### src/rtl/game_referee.sv
// Tank-game referee: per-frame bullet/tank collision detection, scoring,
// round sequencing (IDLE/PLAY/FREEZE/OVER) and winner reporting.
//
// state  | meaning
// IDLE   | waiting for a start edge, scores held
// PLAY   | collisions evaluated on every frame_tick
// FREEZE | post-hit pause, round_reset high, counts FREEZE_FRAMES ticks
// OVER   | a player reached WIN_SCORE, scores and winner held
module game_referee #(
  parameter int COORD_W       = 10,
  parameter int TANK_SIZE     = 16,
  parameter int BUL_SIZE      = 4,
  parameter int WIN_SCORE     = 5,
  parameter int FREEZE_FRAMES = 60
) (
  input  logic               Clk,
  input  logic               Reset,
  input  logic               frame_tick,
  input  logic               start,
  input  logic [COORD_W-1:0] tank1_x,
  input  logic [COORD_W-1:0] tank1_y,
  input  logic [COORD_W-1:0] tank2_x,
  input  logic [COORD_W-1:0] tank2_y,
  input  logic [COORD_W-1:0] bul1_x,
  input  logic [COORD_W-1:0] bul1_y,
  input  logic [COORD_W-1:0] bul2_x,
  input  logic [COORD_W-1:0] bul2_y,
  input  logic               bul1_active,
  input  logic               bul2_active,
  output logic [3:0]         score1,
  output logic [3:0]         score2,
  output logic [1:0]         state,
  output logic               hit1,
  output logic               hit2,
  output logic               round_reset,
  output logic [1:0]         winner
);

  localparam logic [1:0] S_IDLE   = 2'b00;
  localparam logic [1:0] S_PLAY   = 2'b01;
  localparam logic [1:0] S_FREEZE = 2'b10;
  localparam logic [1:0] S_OVER   = 2'b11;

  localparam int CNT_W = $clog2(FREEZE_FRAMES + 1);
  localparam logic [COORD_W:0] TANK_SPAN   = (COORD_W+1)'(TANK_SIZE - 1);
  localparam logic [COORD_W:0] BUL_SPAN    = (COORD_W+1)'(BUL_SIZE - 1);
  localparam logic [3:0]       WIN         = 4'(WIN_SCORE);
  localparam logic [CNT_W-1:0] FREEZE_LAST = CNT_W'(FREEZE_FRAMES - 1);

  // One extra bit keeps lo+SIZE-1 from wrapping near the top of the coordinate range.
  function automatic logic axis_overlap(input logic [COORD_W-1:0] bul_lo,
                                        input logic [COORD_W-1:0] tank_lo);
    logic [COORD_W:0] b_lo, b_hi, t_lo, t_hi;
    b_lo = {1'b0, bul_lo};
    b_hi = b_lo + BUL_SPAN;
    t_lo = {1'b0, tank_lo};
    t_hi = t_lo + TANK_SPAN;
    return (b_lo <= t_hi) && (t_lo <= b_hi);
  endfunction

  logic             start_q;
  logic             start_rise;
  logic             strike1, strike2;
  logic             raw_hit1, raw_hit2;
  logic [3:0]       next1, next2;
  logic [CNT_W-1:0] freeze_cnt;

  assign start_rise  = start & ~start_q;
  assign round_reset = (state == S_FREEZE);

  always_comb begin
    strike1 = bul1_active && axis_overlap(bul1_x, tank2_x) && axis_overlap(bul1_y, tank2_y);
    strike2 = bul2_active && axis_overlap(bul2_x, tank1_x) && axis_overlap(bul2_y, tank1_y);
    next1   = (raw_hit1 && (score1 != WIN)) ? score1 + 4'd1 : score1;
    next2   = (raw_hit2 && (score2 != WIN)) ? score2 + 4'd1 : score2;
  end

  always_ff @(posedge Clk) begin
    if (Reset) begin
      state      <= S_IDLE;
      score1     <= 4'd0;
      score2     <= 4'd0;
      winner     <= 2'b00;
      hit1       <= 1'b0;
      hit2       <= 1'b0;
      raw_hit1   <= 1'b0;
      raw_hit2   <= 1'b0;
      freeze_cnt <= '0;
      start_q    <= start;
    end else begin
      start_q  <= start;
      hit1     <= 1'b0;
      hit2     <= 1'b0;
      raw_hit1 <= frame_tick && (state == S_PLAY) && strike1;
      raw_hit2 <= frame_tick && (state == S_PLAY) && strike2;
      case (state)
        S_IDLE: begin
          if (start_rise) begin
            state  <= S_PLAY;
            score1 <= 4'd0;
            score2 <= 4'd0;
            winner <= 2'b00;
          end
        end
        S_PLAY: begin
          if (raw_hit1 || raw_hit2) begin
            hit1   <= raw_hit1;
            hit2   <= raw_hit2;
            score1 <= next1;
            score2 <= next2;
            if ((next1 == WIN) || (next2 == WIN)) begin
              state  <= S_OVER;
              winner <= {next2 == WIN, next1 == WIN};
            end else begin
              state      <= S_FREEZE;
              freeze_cnt <= '0;
            end
          end
        end
        S_FREEZE: begin
          if (frame_tick) begin
            freeze_cnt <= freeze_cnt + CNT_W'(1);
            if (freeze_cnt == FREEZE_LAST) state <= S_PLAY;
          end
        end
        S_OVER: begin
          if (start_rise) state <= S_IDLE;
        end
        default: state <= S_IDLE;
      endcase
    end
  end

endmodule

### config.mk
export PLATFORM = sky130hd
export DESIGN_NAME = game_referee
export DESIGN_NICKNAME = d
export VERILOG_FILES = /design/src/rtl/game_referee.sv
export SDC_FILE = /design/constraint.sdc
export NUM_CORES = 1
export LEC_CHECK = 0
export ABC_CLOCK_PERIOD_IN_PS = 3400
export CAP_MARGIN = 25
export CORE_AREA = 2 2 129 68
export CTS_CLUSTER_DIAMETER = 100
export DETAILED_ROUTE_END_ITERATION = 12
export DIE_AREA = 0 0 131 70
export PLACE_DENSITY_LB_ADDON = 0.25
export SYNTH_ARGS = -nofsm -noshare
export SYNTH_HDL_FRONTEND = slang
export SYNTH_SLANG_ARGS = --single-unit
### constraint.sdc
create_clock -name Clk -period 3.4 [get_ports Clk]
set_clock_uncertainty 0.1 [all_clocks]
set_input_delay 1.02 -clock Clk [delete_from_list [all_inputs] [get_ports Clk]]
set_output_delay 1.02 -clock Clk [all_outputs]
set_load 0.005 [all_outputs]
==> impl_metrics.tcl <==
set metrics [dict create \
    outcome "complete, no violations" \
    slew_violations 0 \
    cts_tree "yes" \
    antenna_found_initial 0 \
    clkLatencyLatePin_ns 0.25 \
    rows 24 \
    die_h_um 70 \
    fin_nets 895 \
    synth.top_cell.area_share_pct 27.1 \
    min_period_over_period_pct 98.9 \
    wl_per_cell_um 16.8 \
    finalInstanceArea_um2 6160 \
    worst_slack_ns 0.0371 \
    async_reset_ff_share_pct 0 \
    cts_made_buffers 3 \
    htree_levels 1 \
    num_vias 4888 \
    firstDrtPassIters 5 \
    crit_type "in2reg" \
    synth_top_area_cell "ha_1" \
    crit_path_end_kind "flip-flop" \
    synth_compound_area_share_pct 18.5 \
    hold_buffers 0 \
    vias_per_cell 5.85 \
    crit_path_frequent_cell "buf_4" \
    slew-limit-headroom_pct 56.5 \
    placed_area_um2 5830 \
    yosys.area_share.simple_pct 25.3 \
    ant_nets 0 \
    groute.usage.overall_pct 29.2 \
    tightest_slew_ns 0.653 \
    die_w_um 131 \
    synth_xor_area_share_pct 13.6 \
    synth_enable_flop_cells 0 \
    max_stage_delay_ns 0.47 \
    slowest_stage "clkdlybuf4s50_1" \
    drive_gt1_share_pct 18.8 \
    io_buffers 100 \
    setup_viol 0 \
    path_max_fanout 2 \
    fillers 618 \
    floorplan.initialDensity_pct 49.8 \
    grt_max_degree 23 \
    synthAdderAreaFrac_pct 27.1 \
    path_cells "clkdlybuf4s50_1 -> inv_1 -> ha_2 -> nor2_2 -> buf_4 -> buf_4 -> nand2_1 -> xor2_1 -> ha_1 -> nand4_1 -> nor3_2 -> a211oi_2 -> a221oi_2 -> and3_1" \
    diodes 0 \
    vdd_ir_drop_max_mv 0.186 \
    syn_nets 709 \
    synth_seq_cells 23 \
    core_area_um2 8260 \
    drt-total-wl_mm 14.0 \
    place_congestion 1.00 \
    clockBufferDepth 2 \
    arrival_ns 3.46 \
    drv_cap 0 \
    drt_iter0_drc 515 \
    clk_pin_slew_ns 0.06 \
    dieArea_um2 9170 \
    synth_seq_area_share_pct 11.2 \
    p_per_area_nw_per_um2 205 \
    yosys-top-cells-area "ha_1 (27%), dfxtp_1 (11%), xor2_1 (7.2%)" \
    syn_area_um2 4110 \
    drc 0 \
    finalHoldViolations 0 \
    synth_top_family_by_area "adder cells" \
    muxShareOfSynthArea_pct 1.03 \
    grt_pass1_wl_mm 21.7 \
    cts_root_buffer "clkbuf_16" \
    grt_overflow 0 \
    finalCriticalPeriod_ns 3.36 \
    hold_path.class "reg2reg" \
    io_pins 101 \
    cellLeakagePower_nw 2.79 \
    hpwlAfterDp_mm 11.4 \
    final_util_pct 74.6 \
    pre_cts_slack_ns -0.463 \
    required_ns 3.49 \
    avgSynthCellArea_um2 7.70 \
    worstSetupStartpointType "input pin" \
    syn2layout_area_growth_pct 49.8 \
    fmax_ghz 0.297 \
    synth.distinct_cells 56 \
    total_power_mw 1.26 \
    ys.flop_type "dfxtp_1" \
    grt_pass1_vias 4653 \
    r2r_setup_slack_ns 1.16 \
    syn_inst 534 \
    yosysWarnings 0 \
    cts.sinks 23 \
]
-- placed cells by master, fill, tap and decap left out, types with 3 or more instances in the layout --
| cell | synthesis | layout |
|---|---|---|
| clkdlybuf4s50_1 | 0 | 86 |
| ha_1 | 89 | 85 |
| buf_4 | 1 | 85 |
| nor2_1 | 46 | 43 |
| nand2_1 | 39 | 37 |
| a21oi_1 | 43 | 36 |
| xor2_1 | 34 | 34 |
| inv_1 | 31 | 30 |
| xnor2_1 | 30 | 29 |
| nand3_1 | 25 | 24 |
| dfxtp_1 | 23 | 23 |
| nand4_1 | 22 | 22 |
| o21ai_0 | 22 | 19 |
| nor3_1 | 16 | 13 |
| nor2b_1 | 14 | 12 |
| and3_1 | 12 | 10 |
| dlymetal6s2s_1 | 0 | 10 |
| a21o_1 | 8 | 8 |
| a21oi_2 | 0 | 7 |
| nand2b_1 | 7 | 6 |
| nor3_2 | 1 | 4 |
| o41ai_1 | 5 | 3 |
| nor2_2 | 1 | 3 |
| nor3b_1 | 5 | 3 |
| o211a_1 | 3 | 3 |
| o31ai_1 | 3 | 3 |
| o21ai_1 | 0 | 3 |
| ha_2 | 0 | 3 |
| clkbuf_16 | 0 | 3 |
| dlygate4sd2_1 | 0 | 3 |
-- final timing paths --
kind / startpoint / depth (start not counted) / end
setup reg to reg: state[1] / 6 / score2[0]
setup / recovery: bul2_y[1] / 14 / raw_hit2
hold / removal: winner[0] / 2 / winner[0]
hold reg to reg: winner[0] / 2 / winner[0]
-- critical path: cells and delay by family --
kind	cells	cell delay (ns)
buffers and inverters	4	0.72
and+or+nand+nor	5	0.72
xor gates and xnor gates	1	0.15
AOI/OAI and AO/OA	2	0.32
adders and majority gates	2	0.51
-- state kept, by name, summed over array words and instances (netlist names) --
register,cells
freeze_cnt,6
hit1,1
hit2,1
raw_hit1,1
raw_hit2,1
score1,4
score2,4
start_q,1
state,2
winner,2
-- power by group --
group,internal (mW),switching (mW)
clock,0.158,0.0948
sequential,0.273,0.00573
combinational,0.366,0.364
-- final cells by class --
class | count | area (µm²) | share of cell area [%]
Multi-Input combinational cell | 476 | 3700 | 60.0
Tap cell | 117 | 146 | 2.38
Clock inverter | 1 | 5.00 | 0.0812
Sequential cell | 23 | 460 | 7.47
Inverter | 31 | 116 | 1.89
Timing Repair Buffer | 185 | 1660 | 26.9
Clock buffer | 3 | 75.1 | 1.22
-- cells by family (layout without fill, tap and decap cells) --
group / Yosys count / count (layout)
and+or+nand+nor: 203 / 203
muxes: 4 / 4
AOI/OAI and AO/OA: 116 / 116
xor gates and xnor gates: 64 / 64
adders and majority gates: 89 / 89
DFF: 23 / 23
buffers and inverters: 35 / 220
-- per-layer routing --
| metal | up-vias | share of wire, % | global-route usage (%) |
|---|---|---|---|
| met1 | 2252 | 48 | 44.1 |
| li1 | 2347 | - | - |
| met5 | - | 0 | 0 |
| met3 | 26 | 8.6 | 2.99 |
| met4 | 0 | 1.3 | 4.26 |
| met2 | 263 | 42 | 45.3 |
-- cell usage after synthesis, types with 16 or more instances --
master,number
nand3_1,25
nand4_1,22
nor3_1,16
ha_1,89
xnor2_1,30
o21ai_0,22
xor2_1,34
nor2_1,46
a21oi_1,43
inv_1,31
dfxtp_1,23
nand2_1,39
-- timing repair --
action	CTS	global route
endpoints found under the setup margin	2	2
buffers inserted	3	3
resized for setup	20	39
pin swaps	14	37
-- through the flow --
step | instances | setup TNS [ns] | hold slack (ns)
after floorplan | 534 | 0 | 0.362
after global placement | 826 | -0.533 | 0.365
after detailed placement | 826 | -0.817 | 0.374
after CTS | 833 | 0 | 0.385
after global routing | 836 | -0.0662 | 0.433
final | 836 | 0 | 0.383
Note: power is estimated with default switching activity, not from simulation.
